===== src/rtl/clk_div_bank_pkg.sv =====
// Shared types and elaboration helpers for the programmable tick/level bank.
// Sizes the channel-select field and derives the reset divisor from the clock and default frequency.
package clk_div_bank_pkg;

   localparam int CFG_W_DIV = 32;

   typedef struct packed {
      logic [CFG_W_DIV-1:0] div;
      logic                 en;
   } chan_cfg_t;

   // Half period of the default output frequency, in fabric clock cycles.
   function automatic longint def_div(input longint mhz, input longint hz);
      return (mhz * 1000000) / hz / 2;
   endfunction

   function automatic int ch_width(input int n);
      return (n <= 1) ? 1 : $clog2(n);
   endfunction

endpackage


===== src/rtl/clk_div_chan.sv =====
// One divider channel: a down-counter with tick/level registers and a shadow config.
// The shadow config is committed only on a wrap edge, so every output period is either entirely old or entirely new.
module clk_div_chan
   import clk_div_bank_pkg::*;
#(
   parameter int               W_DIV   = 32,
   parameter logic [W_DIV-1:0] DEF_DIV = 1
) (
   input  logic             i_clk,
   input  logic             i_rst,
   input  logic             i_restart,
   input  logic             i_cfgWr,
   input  logic [W_DIV-1:0] i_cfgDiv,
   input  logic             i_cfgEn,
   output logic             o_tick,
   output logic             o_level,
   output logic             o_pending
);

   logic [W_DIV-1:0] r_div;
   logic             r_en;
   logic [W_DIV-1:0] r_shadowDiv;
   logic             r_shadowEn;
   logic             r_pending;
   logic [W_DIV-1:0] r_cnt;
   logic             r_tick;
   logic             r_level;

   logic             w_wrap;
   logic             w_bypass;
   logic [W_DIV-1:0] w_newDiv;
   logic             w_newEn;
   logic [W_DIV-1:0] w_newCnt;

   // A write can land immediately when no period is in flight; otherwise it waits in the shadow.
   always_comb begin
      w_wrap   = r_en && (r_cnt == '0);
      w_bypass = i_cfgWr && (!r_en || (r_cnt == '0));
      w_newDiv = r_div;
      w_newEn  = r_en;
      if (i_cfgWr && (i_restart || w_bypass)) begin
         w_newDiv = i_cfgDiv;
         w_newEn  = i_cfgEn;
      end else if (r_pending && (i_restart || w_wrap)) begin
         w_newDiv = r_shadowDiv;
         w_newEn  = r_shadowEn;
      end
      w_newCnt = w_newDiv - W_DIV'(1);
   end

   always_ff @(posedge i_clk) begin
      if (i_rst) begin
         r_div       <= DEF_DIV;
         r_en        <= 1'b1;
         r_shadowDiv <= DEF_DIV;
         r_shadowEn  <= 1'b1;
         r_pending   <= 1'b0;
         r_cnt       <= DEF_DIV - W_DIV'(1);
         r_tick      <= 1'b0;
         r_level     <= 1'b0;
      end else if (i_restart) begin
         r_div     <= w_newDiv;
         r_en      <= w_newEn;
         r_pending <= 1'b0;
         r_cnt     <= w_newCnt;
         r_tick    <= 1'b0;
         r_level   <= 1'b0;
      end else begin
         r_div <= w_newDiv;
         r_en  <= w_newEn;
         if (i_cfgWr && !w_bypass) begin
            r_shadowDiv <= i_cfgDiv;
            r_shadowEn  <= i_cfgEn;
            r_pending   <= 1'b1;
         end else if (w_wrap) begin
            r_pending <= 1'b0;
         end
         if (!w_newEn) begin
            r_cnt   <= w_newCnt;
            r_tick  <= 1'b0;
            r_level <= 1'b0;
         end else if (w_wrap) begin
            r_cnt   <= w_newCnt;
            r_tick  <= 1'b1;
            r_level <= ~r_level;
         end else if (!r_en) begin
            r_cnt  <= w_newCnt;
            r_tick <= 1'b0;
         end else begin
            r_cnt  <= r_cnt - W_DIV'(1);
            r_tick <= 1'b0;
         end
      end
   end

   assign o_tick    = r_tick;
   assign o_level   = r_level;
   assign o_pending = r_pending;

endmodule


===== src/rtl/clk_div_bank.sv =====
// Bank of run-time programmable tick/level generators, all running on the fabric clock.
// Holds the config decode and the ready mux; each channel keeps its own counter and shadow config.
module clk_div_bank
   import clk_div_bank_pkg::*;
#(
   parameter int  FAST_CLK_MHZ = 50,
   parameter int  DEFAULT_HZ   = 3,
   parameter int  N_CH         = 4,
   parameter int  W_DIV        = 32,
   localparam int W_CH         = ch_width(N_CH)
) (
   input  logic             clk,
   input  logic             rst,
   input  logic             cfg_valid,
   output logic             cfg_ready,
   input  logic [W_CH-1:0]  cfg_ch,
   input  logic [W_DIV-1:0] cfg_div,
   input  logic             cfg_en,
   input  logic             restart,
   output logic [N_CH-1:0]  tick,
   output logic [N_CH-1:0]  level
);

   localparam longint           DEF_DIV_L = def_div(FAST_CLK_MHZ, DEFAULT_HZ);
   localparam logic [W_DIV-1:0] DEF_DIV   = W_DIV'(DEF_DIV_L);

   if (DEF_DIV_L < 1 || DEF_DIV_L >= (longint'(1) << W_DIV)) begin : g_badDefDiv
      $error("clk_div_bank: default divisor does not fit in W_DIV");
   end
   if (N_CH < 1 || N_CH > 16) begin : g_badNch
      $error("clk_div_bank: N_CH must be 1..16");
   end

   logic [N_CH-1:0]        w_pending;
   logic [(2**W_CH)-1:0]   w_pendPad;
   logic [W_DIV-1:0]       w_cfgDiv;
   logic                   w_cfgAccept;

   // Unused select codes read as not-pending, so writes to them are accepted and dropped.
   always_comb begin
      w_pendPad            = '0;
      w_pendPad[N_CH-1:0]  = w_pending;
   end

   assign cfg_ready   = !w_pendPad[cfg_ch];
   assign w_cfgAccept = cfg_valid && cfg_ready;
   assign w_cfgDiv    = (cfg_div == '0) ? W_DIV'(1) : cfg_div;

   for (genvar i = 0; i < N_CH; i++) begin : g_ch
      clk_div_chan #(
         .W_DIV   (W_DIV),
         .DEF_DIV (DEF_DIV)
      ) u_chan (
         .i_clk     (clk),
         .i_rst     (rst),
         .i_restart (restart),
         .i_cfgWr   (w_cfgAccept && (cfg_ch == W_CH'(i))),
         .i_cfgDiv  (w_cfgDiv),
         .i_cfgEn   (cfg_en),
         .o_tick    (tick[i]),
         .o_level   (level[i]),
         .o_pending (w_pending[i])
      );
   end

endmodule


===== config.mk =====
export PLATFORM = sky130hd
export DESIGN_NAME = clk_div_bank
export DESIGN_NICKNAME = d
export VERILOG_FILES = /design/src/rtl/clk_div_bank_pkg.sv /design/src/rtl/clk_div_chan.sv /design/src/rtl/clk_div_bank.sv
export SDC_FILE = /design/constraint.sdc
export NUM_CORES = 1
export LEC_CHECK = 0
export CORE_UTILIZATION = 68
export DETAILED_ROUTE_END_ITERATION = 12
export PLACE_DENSITY_LB_ADDON = 0.25
export SYNTH_ARGS = -nofsm -noshare
export SYNTH_HDL_FRONTEND = slang
export SYNTH_HIERARCHICAL = 1
export SYNTH_SLANG_ARGS = --single-unit

===== constraint.sdc =====
create_clock -name clk -period 13.2 [get_ports clk]
set_clock_uncertainty 0.2 [all_clocks]
set_input_delay 3.96 -clock clk [delete_from_list [all_inputs] [get_ports clk]]
set_output_delay 3.96 -clock clk [all_outputs]
set_load 0.03 [all_outputs]

# Yosys cells after proc, flatten, opt, wreduce, memory -nomap -nowiden
# Cells that the tools add are included.
# totals
in_bits	39
reg_bits	404
wordCells	165
out_inout_bits	9
# classes
add_sub_neg	8
n_eq_ne	3
n_reduce_logical	65
magnitude_cmp	1
bitwise_logic	9
n_mux	47
# ops
cell	count
32-bit 2-to-1 mux	25
32-bit by 1-bit subtractor with 32-bit output, second input constant	8
32-bit logical NOT	5
1-bit logical AND	25
1-bit 2-to-1 mux	21
1-bit logical OR	12
3-bit OR reduction	4
1-bit logical NOT	9
1-bit inverter	9
2-bit AND reduction	4
2-bit nonzero test	4
2-bit equality test, second input constant	2
2-bit by 3-bit < comparator with 1-bit output, second input constant	1
1-bit binary-select mux with 2-bit select	1
2-bit by 1-bit equality test with 1-bit output, second input constant	1
2-bit logical NOT	1
2-bit OR reduction	1

# Longest topological paths before layout
# Gate-level depths: netlist of run 1.
# logic_depth
depth_word	14
mapped_depth	19

# Hierarchy
# Netlist of run 1, hierarchy kept.
# modules_own_cells
mod	n_inst	cells_each	area_per_inst_um2
clk_div_chan (g_ch[1].u_chan ...)	2	749	5879.4
clk_div_chan (g_ch[3].u_chan)	1	652	5392.7
clk_div_chan (g_ch[0].u_chan)	1	600	5253.8
clk_div_bank	1	49	250.2

# Worst setup path before layout of run 1
# No wires, ideal clock.
# synth_timing
path_kind	in2out
startpoint	in cfg_ch[0]
endpoint	out cfg_ready
slack_ps	4406
path_buffers	0
arrival_time_ps	4634
required_ps	9040
stages	2
cell_sequence	mux4_2 inv_1
# synth_via
elab_chain_cells	3
# synth_rtl
element	line_no	text
from (decl)	clk_div_bank.sv:16	input logic [W_CH-1:0] cfg_ch,
1-bit binary-select mux with 2-bit select	clk_div_bank.sv:45	assign cfg_ready = !w_pendPad[cfg_ch];
1-bit 2-to-1 mux (implied by the code)	clk_div_bank.sv:45	
1-bit logical NOT	clk_div_bank.sv:45	
to (decl)	clk_div_bank.sv:15	output logic cfg_ready,
# No other way between the ends. The select of a mux whose other input is x is not followed.

# Final worst setup path of run 1
# Same ends and word-level chain as after synthesis.

==> results of run 1 <==
==> cells in the mapped netlist (all sizes together) (23+ instances only) <==
master	instances
nor4	63
or2	32
a31oi	40
and3	45
o21ai	72
nor2b	29
o22ai	37
nand3b	56
nand4	31
nor3	91
inv	23
xor2	65
mux2	42
clkbuf	167
nand2	483
xnor2	117
nor2	236
or3	42
nand2b	62
dfxtp	404
or4	47
mux2i	39
buf	45
nand3	29
a211oi	58
a21oi	147
==> cell families (layout without fill, tap and decap cells) <==
kind of cell / after synthesis / after routing
AOI/OAI and AO/OA: 578 / 578
adders and majority gates: 8 / 8
buffers and inverters: 235 / 201
other: 0 / 1
DFF: 404 / 404
xor gates and xnor gates: 182 / 182
muxes: 82 / 82
and+or+nand+nor: 1310 / 1310
==> stage by stage <==
step | setup slack [ps] | total power [mW] | std cells | util | hold WS [ps]
after floorplan | 4410 | 1.58 | 2799 | - | 229
after global routing | 3240 | 3.05 | 3208 | 0.755 | 266
after detailed placement | 3280 | 1.69 | 3129 | 0.709 | 243
after CTS | 3290 | 2.95 | 3207 | 0.755 | 251
after global placement | 3280 | 1.67 | 3129 | 0.709 | 238
final | 3290 | 2.96 | 3208 | 0.755 | 252
==> final timing paths <==
kind	end	slack, ps	cells after the start
worst max-delay path	cfg_ready	3290	4
worst min-delay path	g_ch[3].u_chan/r_shadowDiv[25]$_SDFFE_PP0P_	250	2
worst max register to register	g_ch[2].u_chan/r_cnt[28]$_SDFF_PP0_	7170	14
worst min register to register	g_ch[3].u_chan/r_shadowDiv[25]$_SDFFE_PP0P_	250	2
==> report_power, final <==
group	internal [mW]	leakage (nW)	switching, mW
sequential	1.27	3.29	0.0403
combinational	0.135	5.02	0.231
clock	0.768	0.737	0.513
total	2.17	9.05	0.784
==> flip-flops by register name (all words and copies together) (netlist names) <==
signal and cells:
g_ch.u_chan/o_tick 4, g_ch.u_chan/o_level 4, g_ch.u_chan/r_shadowDiv 128, g_ch.u_chan/o_pending 4
g_ch.u_chan/r_div 128, g_ch.u_chan/r_shadowEn 4, g_ch.u_chan/r_cnt 128, g_ch.u_chan/r_en 4
==> final cells by class <==
class	instances	area [µm²]	area share
repair buffers	100	873	0.0354
well taps	442	553	0.0224
multi-input cells	2160	13500	0.549
clock inverters	19	284	0.0115
flip-flops and latches	404	8090	0.328
inverters	23	86.3	0.00350
clock buffers	59	1220	0.0494
diodes	1	2.50	0.000102
==> routing by layer <==
| metal | vias to the layer above | part of all wire |
|---|---|---|
| li1 | 9879 | - |
| met3 | 208 | 0.10 |
| met2 | 1172 | 0.45 |
| met4 | 0 | 0.041 |
| met5 | - | 0 |
| met1 | 10100 | 0.40 |
==> layout by cell type (no fill, tap or decap), drive strengths merged, types with 18 or more instances in the layout <==
master / instances
or4: 47
nor4: 63
inv: 26
xnor2: 117
nor2: 236
clkdlybuf4s50: 46
nand2b: 62
xor2: 65
nand2: 483
nor3: 91
a31oi: 40
or3: 42
o21ai: 72
nand4: 31
nor2b: 29
a211oi: 58
a21oi: 147
mux2i: 39
nand3: 29
and3: 45
o211ai: 18
or2: 32
clkbuf: 59
o31ai: 22
and2: 20
o311ai: 20
buf: 54
o22ai: 37
nand3b: 56
a22oi: 22
mux2: 42
dfxtp: 404
==> critical path, delay by kind of cell <==
| family | cells | cell delay [ps] |
|---|---|---|
| buf+inv | 3 | 1270 |
| mux | 1 | 510 |
==> qor.txt, run 1 <==
GR Layer Usage met2: 0.605
largest net degree at the start of global routing: 132
Top FF cell, synth: dfxtp_1
Layout area overhead: 8.76%
fmax: 0.101 GHz
CTS Buf Count: 43
CP max FO: 4
Worst setup SP type: input port
Yosys cell types: 107
main combinational cell family by area after synthesis: simple AND/OR/NAND/NOR gates
Critical Path AT: 5750 ps
clk buf depth: 3
flops & latches, synth: 404
Max-slew headroom: 0.130
via count: 21300
Port Buffers: 47
Worst-path clk slew: 60 ps
Final nets: 2779
Avg Synthesized Cell Area: 8.09 µm²
hpwl dp: 41600 µm
worst ir drop on vdd: 0.000114 V
crit path capture type: primary output
gr usage total: 0.379
Final Wtd Congestion: 0.906
Setup TNS: 0 ps
Crit path largest cell delay: 660 ps
# setup viols final: 0
Root Buffer: clkbuf_16
Worst-Margin Slew: 1300 ps
Synth Area in Compound Gates: 0.182
Die Footprint: 34100 µm²
placed inst area: 23100 µm²
R2R Path Start: g_ch[2].u_chan/r_cnt[4]$_SDFF_PP1_
Die Ht: 185 µm
drc violations: 0
Synth Warn #: 6
Worst path slowest cell: clkdlybuf4s50_1
post-route cell area: 24600 µm²
gr busiest metal: met2
mux share of post-synthesis cell area: 0.0394
Post-CTS Resized: 0
Req. time, crit path: 9040 ps
hold-fix buffers at CTS: 0
Yosys top cell area share: 0.357
CP Cell Sequence: clkdlybuf4s50_1 -> mux4_2 -> inv_1 -> clkdlybuf4s50_1
Fillers: 2318
post-synth top area cell: dfxtp_1
post-synthesis xor/xnor area fraction: 0.0704
share of layout cells above drive strength 1: 0.103
initial antenna violation count: 1
worst setup path start: cfg_ch[0]
status: finished clean
Max-cap violations: 0
CTS H-tree depth: 2
grt met1 use: 0.499
type of the worst min-delay path: reg -> reg
core area: 32600 µm²
Post-DRT Antenna Nets: 0
First-pass DRT Iterations: 8
P_leak: 9.05 nW
Hold Fails Final Rpt: 0
first-pass GRT wire length: 104000 µm
syn_nets: 2846
hold path start: g_ch[3].u_chan/r_shadowDiv[25]$_SDFFE_PP0P_
fin crit share: 0.750
synthesized instance count: 2799
number of synthesized flops with an enable pin: 0
num rows: 66
clock net sink count: 404
Crit path top cell by count: clkdlybuf4s50_1
Die X: 185 µm
Post-CTS Setup Bufs: 0
Top Ports: 48
RSZ-0062 raised after global routing: false
vias in the first global route: 20100
met3 GRT Util: 0.0636
Synth Area in Adders: 0.00442
final wirelength: 65000 µm
Async SR Flop Fraction: 0
power per standard cell area: 120 nW/µm²
fin. max-slew vios: 0
TritonCTS clock tree: built
clock latency on the worst-skew pair: 560 ps
fin crit period: 9910 ps
Initial DRC Count: 2348
Starting Density: 0.695
register area share after synthesis: 0.357
grt total ovfl: 0
critical path class: in -> out
simple-gate share of the synthesized area: 0.301
vias per cell: 6.65
WL per Instance: 20.3 µm
Synth Cell Area: 22700 µm²
largest cells by area after synthesis: dfxtp_1 (36%), nand2_1 (8.0%), xnor2_1 (4.5%)
(Power assumes the default switching activity.)
==> inputs of run 2 (changes only) <==
--- a/config.mk
+++ b/config.mk
@@ -5,7 +5,7 @@
 export SDC_FILE = /design/constraint.sdc
 export NUM_CORES = 1
 export LEC_CHECK = 0
-export CORE_UTILIZATION = 68
+export CORE_UTILIZATION = 63
 export DETAILED_ROUTE_END_ITERATION = 12
 export PLACE_DENSITY_LB_ADDON = 0.25
 export SYNTH_ARGS = -nofsm -noshare
==> constraint.sdc (replaced) <==
create_clock -name clk -period 9.6 [get_ports clk]
set_clock_uncertainty 0.2 [all_clocks]
set_input_delay 2.88 -clock clk [delete_from_list [all_inputs] [get_ports clk]]
set_output_delay 2.88 -clock clk [all_outputs]
set_load 0.03 [all_outputs]
==> run 2 against run 1 <==
- sequential power is 37% higher
- count of clock-buffer cells in the layout increased by 3
- design area grew 0.69%
- final cell count up 0.75%
- critical endpoint unchanged
- highest routed layer unchanged
==> qor.txt, run 2 (synthesis gave the netlist of run 1 again) <==
status: finished clean
first-pass GRT wire length: 104000 µm
leading cell type in the layout, fill and taps excluded: nand2_1
worst ir drop on vdd: 0.000170 V
most frequent cells in the layout: nand2_1 (480), dfxtp_1 (404), nor2_1 (230)
critical path class: in -> out
Max-slew headroom: 0.151
Root Buffer: clkbuf_16
num rows: 69
First-pass DRT Iterations: 5
Hold Fails Final Rpt: 0
final wirelength: 65500 µm
share of layout cells above drive strength 1: 0.106
via count: 21300
# setup viols final: 0
Req. time, crit path: 6520 ps
RSZ-0062 raised after global routing: false
core area: 35500 µm²
Post-CTS Resized: 0
Die X: 192 µm
Layout area overhead: 9.51%
CTS H-tree depth: 2
Post-DRT Antenna Nets: 0
fmax: 0.129 GHz
grt total ovfl: 0
P_leak: 9.13 nW
clock net sink count: 404
Initial DRC Count: 1773
Top Ports: 48
power per standard cell area: 169 nW/µm²
crit path capture type: primary output
fin crit period: 7770 ps
Final Wtd Congestion: 0.911
CP max FO: 4
clock latency on the worst-skew pair: 600 ps
Post-CTS Setup Bufs: 0
clk buf depth: 3
drc violations: 0
Die Ht: 192 µm
largest net degree at the start of global routing: 200
TritonCTS clock tree: built
Final nets: 2782
Die Footprint: 36700 µm²
WL per Instance: 20.3 µm
Worst-path clk slew: 60 ps
hold-fix buffers at CTS: 0
fin crit share: 0.810
final core occ: 0.699
vias in the first global route: 20500
gr usage total: 0.353
antenna cells: 0
hpwl dp: 42900 µm
Starting Density: 0.638
vias per cell: 6.58
Max-cap violations: 0
Regs by FF count: g_ch.u_chan/r_cnt x128, g_ch.u_chan/r_div x128, g_ch.u_chan/r_shadowDiv x128
Port Buffers: 47
Critical Path AT: 4690 ps
initial antenna violation count: 0
fin. max-slew vios: 0
type of the worst min-delay path: reg -> reg
CTS Buf Count: 44
reg2reg setup slack: 4060 ps
Worst setup SP type: input port
Setup TNS: 0 ps
Worst-Margin Slew: 1270 ps
run 2: worst max-delay path, stage by stage:
cell	delay (ps)
clkdlybuf4s50_1	550
mux4_2	530
inv_1	70
clkdlybuf4s50_1	670
run 2: path summary, 6_finish.rpt:
kind,start,endpoint,cells past startpoint
worst max-delay path,cfg_ch[0],cfg_ready,4
worst min-delay path,g_ch[3].u_chan/r_shadowDiv[5]$_SDFFE_PP0P_,g_ch[3].u_chan/r_shadowDiv[5]$_SDFFE_PP0P_,2
worst max register to register,g_ch[1].u_chan/r_cnt[4]$_SDFF_PP1_,g_ch[1].u_chan/r_cnt[28]$_SDFF_PP0_,15
worst min register to register,g_ch[3].u_chan/r_shadowDiv[5]$_SDFFE_PP0P_,g_ch[3].u_chan/r_shadowDiv[5]$_SDFFE_PP0P_,2
run 2: metal layers:
metal | global-route usage | share of wire | vias to the layer above
li1 | - | - | 9884
met1 | 0.411 | 0.39 | 10100
met2 | 0.598 | 0.47 | 982
met3 | 0.0720 | 0.083 | 286
met4 | 0.210 | 0.056 | 0
met5 | 0 | 0 | -
run 2: cell type report:
cell class	instances	area, µm²
fill	2798	10700
multi-input combinational	2160	13500
clock inverter	20	312
timing repair buffer	102	901
clock buffer	62	1310
sequential	404	8090
tap	461	577
inverter	23	86.3
run 2: report_power, final:
group,internal (mW),switching (mW)
clock,1.15,0.739
sequential,1.75,0.0556
combinational,0.186,0.315
total,3.08,1.11
run 2: metrics by stage:
step	hold slack (ps)	cell area [µm²]	power [mW]	cells	setup slack, ps
floorplan	229	22700	2.18	2799	2970
global placement	237	23200	2.30	3150	1840
detailed placement	246	23200	2.32	3150	1820
CTS	253	24800	4.19	3232	1820
global route	271	24800	4.32	3232	1760
finish	250	24800	4.19	3232	1830
